`config.mk`:
```
export PLATFORM = sky130hd
export DESIGN_NAME = quad_step_decoder
export DESIGN_NICKNAME = d
export VERILOG_FILES = /design/src/rtl/quad_step_decoder.sv
export SDC_FILE = /design/constraint.sdc
export NUM_CORES = 1
export LEC_CHECK = 0
export ABC_AREA = 1
export CAP_MARGIN = 20
export CORE_MARGIN = 3
export CORE_UTILIZATION = 50
export CTS_BUF_LIST = sky130_fd_sc_hd__clkbuf_16
export DETAILED_ROUTE_END_ITERATION = 7
export GPL_TIMING_DRIVEN = 0
export PLACE_DENSITY = 0.86
export SLEW_MARGIN = 10
export SYNTH_ARGS = -nofsm -noshare
export SYNTH_HDL_FRONTEND = slang
export SYNTH_SLANG_ARGS = --single-unit
```
`constraint.sdc`:
```
create_clock -name clk -period 2.25 [get_ports clk]
set_clock_uncertainty 0.15 [all_clocks]
set_input_delay 0.3375 -clock clk [delete_from_list [all_inputs] [get_ports clk]]
set_output_delay 0.3375 -clock clk [all_outputs]
set_load 0.005 [all_outputs]
```
`src/rtl/quad_step_decoder.sv`:
```
// quad_step_decoder: quadrature A/B/index front end producing count enable, direction, preset load and illegal-step flag
module quad_step_decoder #(
  parameter int WIDTH = 8,
  parameter int FILT = 2,
  parameter logic [WIDTH-1:0] INDEX_VAL = '0
) (
  input  logic             clk,
  input  logic             rst,
  input  logic             enable,
  input  logic             quad_a,
  input  logic             quad_b,
  input  logic             quad_idx,
  input  logic             idx_en,
  input  logic             err_clr,
  output logic             cen,
  output logic             count_up_dwn,
  output logic             load,
  output logic [WIDTH-1:0] data_preset,
  output logic             err
);
  localparam int CW = $clog2(FILT + 3);
  localparam logic [CW-1:0] ACC_AT = CW'(FILT - 1);
  localparam logic [CW-1:0] INIT_AT = CW'(FILT + 1);
  localparam logic [CW-1:0] ONE = CW'(1);
  logic [2:0] s1, s2;
  logic [1:0] ab_new, ab_last, ab_filt;
  logic idx_last, idx_filt;
  logic [CW-1:0] ab_cnt, idx_cnt, init_cnt;
  logic init;
  logic ab_hold, ab_acc, idx_hold, idx_acc, init_stable;
  logic [1:0] pos_old, pos_new, pos_diff;
  logic step_up, step_dn, illegal;
  assign data_preset = INDEX_VAL;
  always_comb begin
    ab_new = s2[1:0];
    ab_hold = (ab_new == ab_filt) || (ab_new != ab_last);
    ab_acc = !ab_hold && (ab_cnt == ACC_AT);
    idx_hold = (s2[2] == idx_filt) || (s2[2] != idx_last);
    idx_acc = !idx_hold && (idx_cnt == ACC_AT);
    init_stable = (ab_new == ab_filt) && (ab_new == ab_last);
    pos_old = {ab_filt[1], ^ab_filt};
    pos_new = {ab_new[1], ^ab_new};
    pos_diff = pos_new - pos_old;
    step_up = ab_acc && !init && (pos_diff == 2'd1);
    step_dn = ab_acc && !init && (pos_diff == 2'd3);
    illegal = ab_acc && !init && (pos_diff == 2'd2);
  end
  // init holds off decoding until the reset value is confirmed or the first filtered update lands
  always_ff @(posedge clk or posedge rst) begin
    if (rst) begin
      s1 <= '0;
      s2 <= '0;
      ab_last <= '0;
      ab_filt <= '0;
      idx_last <= 1'b0;
      idx_filt <= 1'b0;
      ab_cnt <= '0;
      idx_cnt <= '0;
      init_cnt <= '0;
      init <= 1'b1;
      cen <= 1'b0;
      load <= 1'b0;
      count_up_dwn <= 1'b1;
      err <= 1'b0;
    end else begin
      s1 <= {quad_idx, quad_a, quad_b};
      s2 <= s1;
      ab_last <= ab_new;
      idx_last <= s2[2];
      ab_cnt <= (ab_hold || ab_acc) ? '0 : ab_cnt + ONE;
      idx_cnt <= (idx_hold || idx_acc) ? '0 : idx_cnt + ONE;
      ab_filt <= ab_acc ? ab_new : ab_filt;
      idx_filt <= idx_acc ? s2[2] : idx_filt;
      init_cnt <= (init && init_stable) ? init_cnt + ONE : '0;
      init <= init && !ab_acc && !(init_stable && init_cnt == INIT_AT);
      cen <= enable && (step_up || step_dn);
      load <= enable && idx_en && idx_acc && s2[2];
      count_up_dwn <= (enable && (step_up || step_dn)) ? step_up : count_up_dwn;
      err <= illegal || (err && !err_clr);
    end
  end
endmodule

```
# [Word level (Yosys, flattened, before mapping)]
# Index checks and enable logic that the tools add are counted.
[op_classes] n_addsub=4 mul=0 div=0 order_cmp=0 n_eq_ne=11 shift=0 muxes=3 bitwise_logic=0 reduce_logical=30
[ops] op="logical AND 1 bit" n=16
[ops] op="adder 3 x 1 -> 3 bit (second input constant)" n=3
[ops] op="two-way mux 3 bit" n=3
[ops] op="equality test 3 x 1 -> 1 bit (second input constant)" n=2
[ops] op="zero test 1 bit" n=6
[ops] op="logical OR 1 bit" n=6
[ops] op="equality test 2 bit" n=2
[ops] op="equality test 2 bit (second input constant)" n=2
[ops] op="parity 2 bit" n=2
[ops] op="equality test 3 x 2 -> 1 bit (second input constant)" n=1
[ops] op="equality test 2 x 1 -> 1 bit (second input constant)" n=1
[ops] op="!= test 2 bit" n=1
[ops] op="subtractor 2 bit" n=1
[ops] op="equality test 1 bit" n=1
[ops] op="!= test 1 bit" n=1
[word_totals] regBits=26 latchBits=0 ram_bits=0 mem_bits_ro=0 output_inout_bits=12 word_cells=62 memories=0

# [Logic depth before layout (Yosys ltp)]
[logic_depth] ltp_word=8 depth_mapped=8 depth_no_buf=8

# [Least setup slack after synthesis]
# OpenSTA, ideal clock, no wires.
[synth_timing] kind="reg2reg" startpoint="register s2[0]" endpoint="register count_up_dwn" arrival_time_ns=1.202 path_slack_ns=0.819 path_stages_with_launch=7 period_less_slack_ns=1.431 cell_sequence="dfrtp_1 > xnor2_1 > ha_1 > nor2_1 > inv_1 > o21bai_1 > nand2_1"
[synth_between] elab_chain_len=8 elab_cells_between_ends=14
[synth_rtl] item="start: declaration" line_no="25" source="logic [2:0] s1, s2;"
[synth_rtl] item="start signal: assignment" line_no="52" source="s2 <= '0;"
[synth_rtl] item="start signal: assignment" line_no="67" source="s2 <= s1;"
[synth_rtl] item="branches (longest 8 deep; another with subtractor 2 bit)"
[synth_rtl] item="end signal: assignment" line_no="78" source="count_up_dwn <= (enable && (step_up || step_dn)) ? step_up : count_up_dwn;"
[synth_rtl] item="end: declaration" line_no="16" source="output logic count_up_dwn,"
# Parallel ways; which one is timed is not known.
# A chain may end at the register's enable or synchronous reset.

# [Final worst setup path]
[layout_timing] startpoint="register count_up_dwn" endpoint="output port count_up_dwn"
# No word-level cell between the ends.

==> reports/results.env <==
OUTCOME='complete, no violations'
TRITONCTS_CLOCK_TREE='yes'
MAXSLEWHEADROOM_PCT=37.4
POST_DRT_VIA_CELL_RATIO=4.56
POST_CTS_BUFFERS=0
FINAL.PERIOD_UTILIZATION_PCT=78.0
SW_FRAC_OF_TOTAL_PCT=25.8
CTS_REPAIR_RESIZE_COUNT=0
NUMBER_OF_GLOBAL_ROUTE_VIAS_BEFORE_REPAIR=768
PWR_DENSITY_CELL_mW_PER_MM2=946
FINALCRITICALPERIOD_PS=1750
TIMING.CRITICAL_PATH.TO_TYPE='output pin'
MAXIMUM_FANOUT_ENCOUNTERED_ON_THE_CRITICAL_TIMING_PATH=2
FP.DIEW_UM=54.8
GRT_REMAINING_OVERFLOW=0
NUM-NETS-FINAL=159
CLOCK.FMAX_GHz=0.570
DIE_AREA_MM2=0.00300
SYN_AREA_PER_CELL_UM2=9.82
TIMING.CRITICAL_PATH.CELLS='clkdlybuf4s50_1'
TNS_PS=0
YOSYS.AREA_SHARE.XOR_XNOR_PCT=3.68
TOP_LEVEL_PORTS=20
PORT_BUFFERS=11
SYNTHESIZED_AREA_MM2=0.00119
CRITPATHARRIVALTIME_PS=1270
FINAL.FILL_COUNT=187
YOSYS_WARNINGS=0
CRITICAL_PATH.N_BUFFERS_INVERTERS=1
CTS_MADE_BUFFERS=3
CLOCK_INSERTION_DELAY_WORST_SKEW_PS=260
NUMBER_OF_LEVELS_THE_H_TREE_WAS_SPLIT_INTO=1
SHARE_COMB_OF_TOTAL_POWER_PCT=21.3
COMPOUND_GATE_PORTION_OF_THE_SYNTHESIZED_AREA_PCT=3.26
TIMING.CRITICAL_PATH.MAX_DELAY_FAMILY='flip-flops'
CLKPWRFRAC_PCT=36.2
CRITICAL-PATH-MAX-STAGE-DELAY_PS=530
LEAKAGEPOWER_nW=0.752
FINAL_LAYOUT_SIZE_SUFFIX_GT1_SHARE_PCT=15.4
DR.FIRST_ITER.DRC_COUNT=6
ANTENNA_LEFT=0
DRT_PRE_ANTENNA_ITERS=4
MULTI_INPUT_AREA_UM2=423
YOSYS-MUX-AREA-FRACTION_PCT=0
TIMING.FINAL.MAX_SLEW_VIOLATIONS=0
SEQUENTIAL_CELL_AREA_UM2=653
STARTPOINT_TYPE='register'
REQUIRED_PS=1760
TIGHTEST_SLEW_PS=938
P_SWITCHING_W=0.000358
DPL_CELL_AREA_MM2=0.00136
DIODES=0
CLKTRANSATPATHREGS_PS=60
SETUP_VIOLATIONS=0
MAXIMUM_ROOT_TO_SINK_BUFFER_COUNT=2
PLACE_CONGESTION=0.729
WL_PER_CELL_UM=10.2
STDCELL_AREA_MM2=0.00147
CORE_REGION_AREA_MM2=0.00223
CORE.ROWCOUNT=17
YOSYS.AREA_SHARE.SIMPLE_PCT=18.7
POSTSYNTHCELLCOUNT=121
CP_SLOWEST_CELL='sky130_fd_sc_hd__dfstp_2'
CLKSINKCOUNT=26
ROUTE.DETAILED.DRC=0
POWER_REPORT.INTERNAL_TOTAL_W=0.00103
DIE-HEIGHT_UM=54.8
GRT_FIRST_PASS_WIRELENGTH_UM=2930
PATH_CLASS='register to output pin'
P_SEQ_SHARE_PCT=42.4
INITIAL_ANTENNA_VIOLATION_COUNT=0
HOLD_VIOLATIONS=0
RSZ0062_AT_GRT='no'
DETAILROUTE.VIA_COUNT=780
DRT_WL_TOTAL_UM=1740
HOLD_PATH.CLASS='register to register'
SYNTHESIZED_AREA_FRACTION_OCCUPIED_BY_ADDER_CELLS_PCT=7.37
ROOT_BUFFER='sky130_fd_sc_hd__clkbuf_16'
SYNTH-SEQ-AREA-SHARE_PCT=54.9
COMBINATIONAL_FAMILY_WITH_THE_MOST_AREA_AFTER_SYNTHESIS='simple AND/OR/NAND/NOR gates'
SYNTH_CELL_TYPES=22
GRT_START_MAX_NET_PINS=27
TOTAL_GLOBAL_ROUTE_TRACK_USAGE_PCT=13.4
CTS_HOLD_BUFFERS=0
YOSYS_REGISTER_BITS=26
DRV_CAP=0
FLOORPLAN.INITIALDENSITY_PCT=53.2
SYNTHTOLAYOUTAREAGROWTH_PCT=23.3
DPL.HPWL_UM=1310
IRDROPWORSTVDD_mV=0.636
[synth_stat cells, drive strengths merged]
cell / instances / area [µm²]
conb: 1 / 3.75
nand3: 3 / 27.5
buf: 8 / 60.1
a31oi: 1 / 6.26
or2: 1 / 6.26
dfrtp: 24 / 601
inv: 21 / 78.8
nor2: 17 / 78.8
dfstp: 2 / 52.6
xnor2: 3 / 26.3
xor2: 2 / 17.5
ha: 7 / 87.6
o21ai: 5 / 25.0
nand3b: 2 / 15.0
nand4: 1 / 6.26
o21bai: 1 / 7.51
nor3: 1 / 5.00
nand2: 21 / 83.8
[power by group through the flow]
stage	logic (W)	clock network [W]	registers (W)
detailed placement	0.000296	0	0.000598
finish	0.000296	0.000502	0.000588
global placement	0.000277	0	0.000588
CTS	0.000300	0.000510	0.000589
floorplan	0.000216	0	0.000586
global route	0.000344	0.000530	0.000598
[placed cells by master, fill, tap and decap left out]
cell type / netlist / layout
sky130_fd_sc_hd__dfrtp_1: 24 / 24
sky130_fd_sc_hd__inv_1: 19 / 19
sky130_fd_sc_hd__nand2_1: 19 / 19
sky130_fd_sc_hd__nor2_1: 15 / 15
sky130_fd_sc_hd__clkdlybuf4s50_1: 0 / 11
sky130_fd_sc_hd__buf_4: 8 / 8
sky130_fd_sc_hd__conb_1: 1 / 8
sky130_fd_sc_hd__ha_1: 7 / 7
sky130_fd_sc_hd__o21ai_0: 5 / 5
sky130_fd_sc_hd__xnor2_1: 3 / 3
sky130_fd_sc_hd__clkbuf_16: 0 / 3
sky130_fd_sc_hd__inv_2: 2 / 2
sky130_fd_sc_hd__nand2_2: 2 / 2
sky130_fd_sc_hd__nor2_4: 2 / 2
sky130_fd_sc_hd__nand3_1: 2 / 2
sky130_fd_sc_hd__nand3b_1: 2 / 2
sky130_fd_sc_hd__xor2_1: 2 / 2
sky130_fd_sc_hd__dfstp_2: 2 / 2
sky130_fd_sc_hd__nand3_4: 1 / 1
sky130_fd_sc_hd__or2_2: 1 / 1
sky130_fd_sc_hd__a31oi_1: 1 / 1
sky130_fd_sc_hd__nor3_1: 1 / 1
sky130_fd_sc_hd__nand4_1: 1 / 1
sky130_fd_sc_hd__o21bai_1: 1 / 1
sky130_fd_sc_hd__bufinv_16: 0 / 1
[state kept, by name (all words and copies together), names as in the netlist, 2 cells and up]
name	flops
ab_cnt	3
ab_filt	2
ab_last	2
idx_cnt	3
init_cnt	3
s1	3
s2	3
[cells by family (layout without fill, tap and decap cells)]
logic type               Yosys count  in the layout
flip-flops                        26             26
buffers and inverters             29             44
AO/OA/AOI/OAI                      7              7
AND/OR/NAND/NOR                   46             46
XOR/XNOR                           5              5
adder cells (fa/ha/maj)            7              7
other                              1              8
[path summary, 6_finish.rpt]
check / from / to / slack [ps] / cells past startpoint
max in group asynchronous: rst / ab_cnt[1] / 930 / 2
min: s1[1] / s2[1] / 200 / 0
max reg2reg: s2[1] / count_up_dwn / 700 / 6
min in group asynchronous: rst / s1[2] / 440 / 2
min reg2reg: s1[1] / s2[1] / 200 / 0
max: count_up_dwn / count_up_dwn / 500 / 1
[layer usage]
metal / routed length, µm / vias to the layer above / global-route usage, %
li1: - / 394 / -
met1: 763 / 360 / 15.3
met2: 850 / 21 / 24.2
met3: 96 / 5 / 0.817
met4: 32 / 0 / 7.88
met5: 0 / - / 0
[stage by stage]
| stage | std cells | util [%] | setup slack (ps) | hold slack [ps] | power, W |
|---|---|---|---|---|---|
| after CTS | 171 | 65.6 | 483 | 203 | 0.00140 |
| after floorplan | 128 | - | 819 | 181 | 0.000803 |
| after detailed placement | 167 | 60.9 | 587 | 189 | 0.000894 |
| after global placement | 167 | 60.9 | 625 | 183 | 0.000866 |
| after global routing | 171 | 65.6 | 458 | 213 | 0.00147 |
| final | 171 | 65.6 | 496 | 200 | 0.00139 |
[cell type report]
class / count / share of cell area, %
plain buffers: 8 / 4.10
clock buffers: 3 / 5.12
clock inverters: 1 / 2.05
inverters: 21 / 5.38
multi-input cells: 73 / 28.9
flip-flops and latches: 26 / 44.6
well taps: 28 / 2.39
repair buffers: 11 / 7.51
Note: power is estimated with default switching activity, not from simulation.
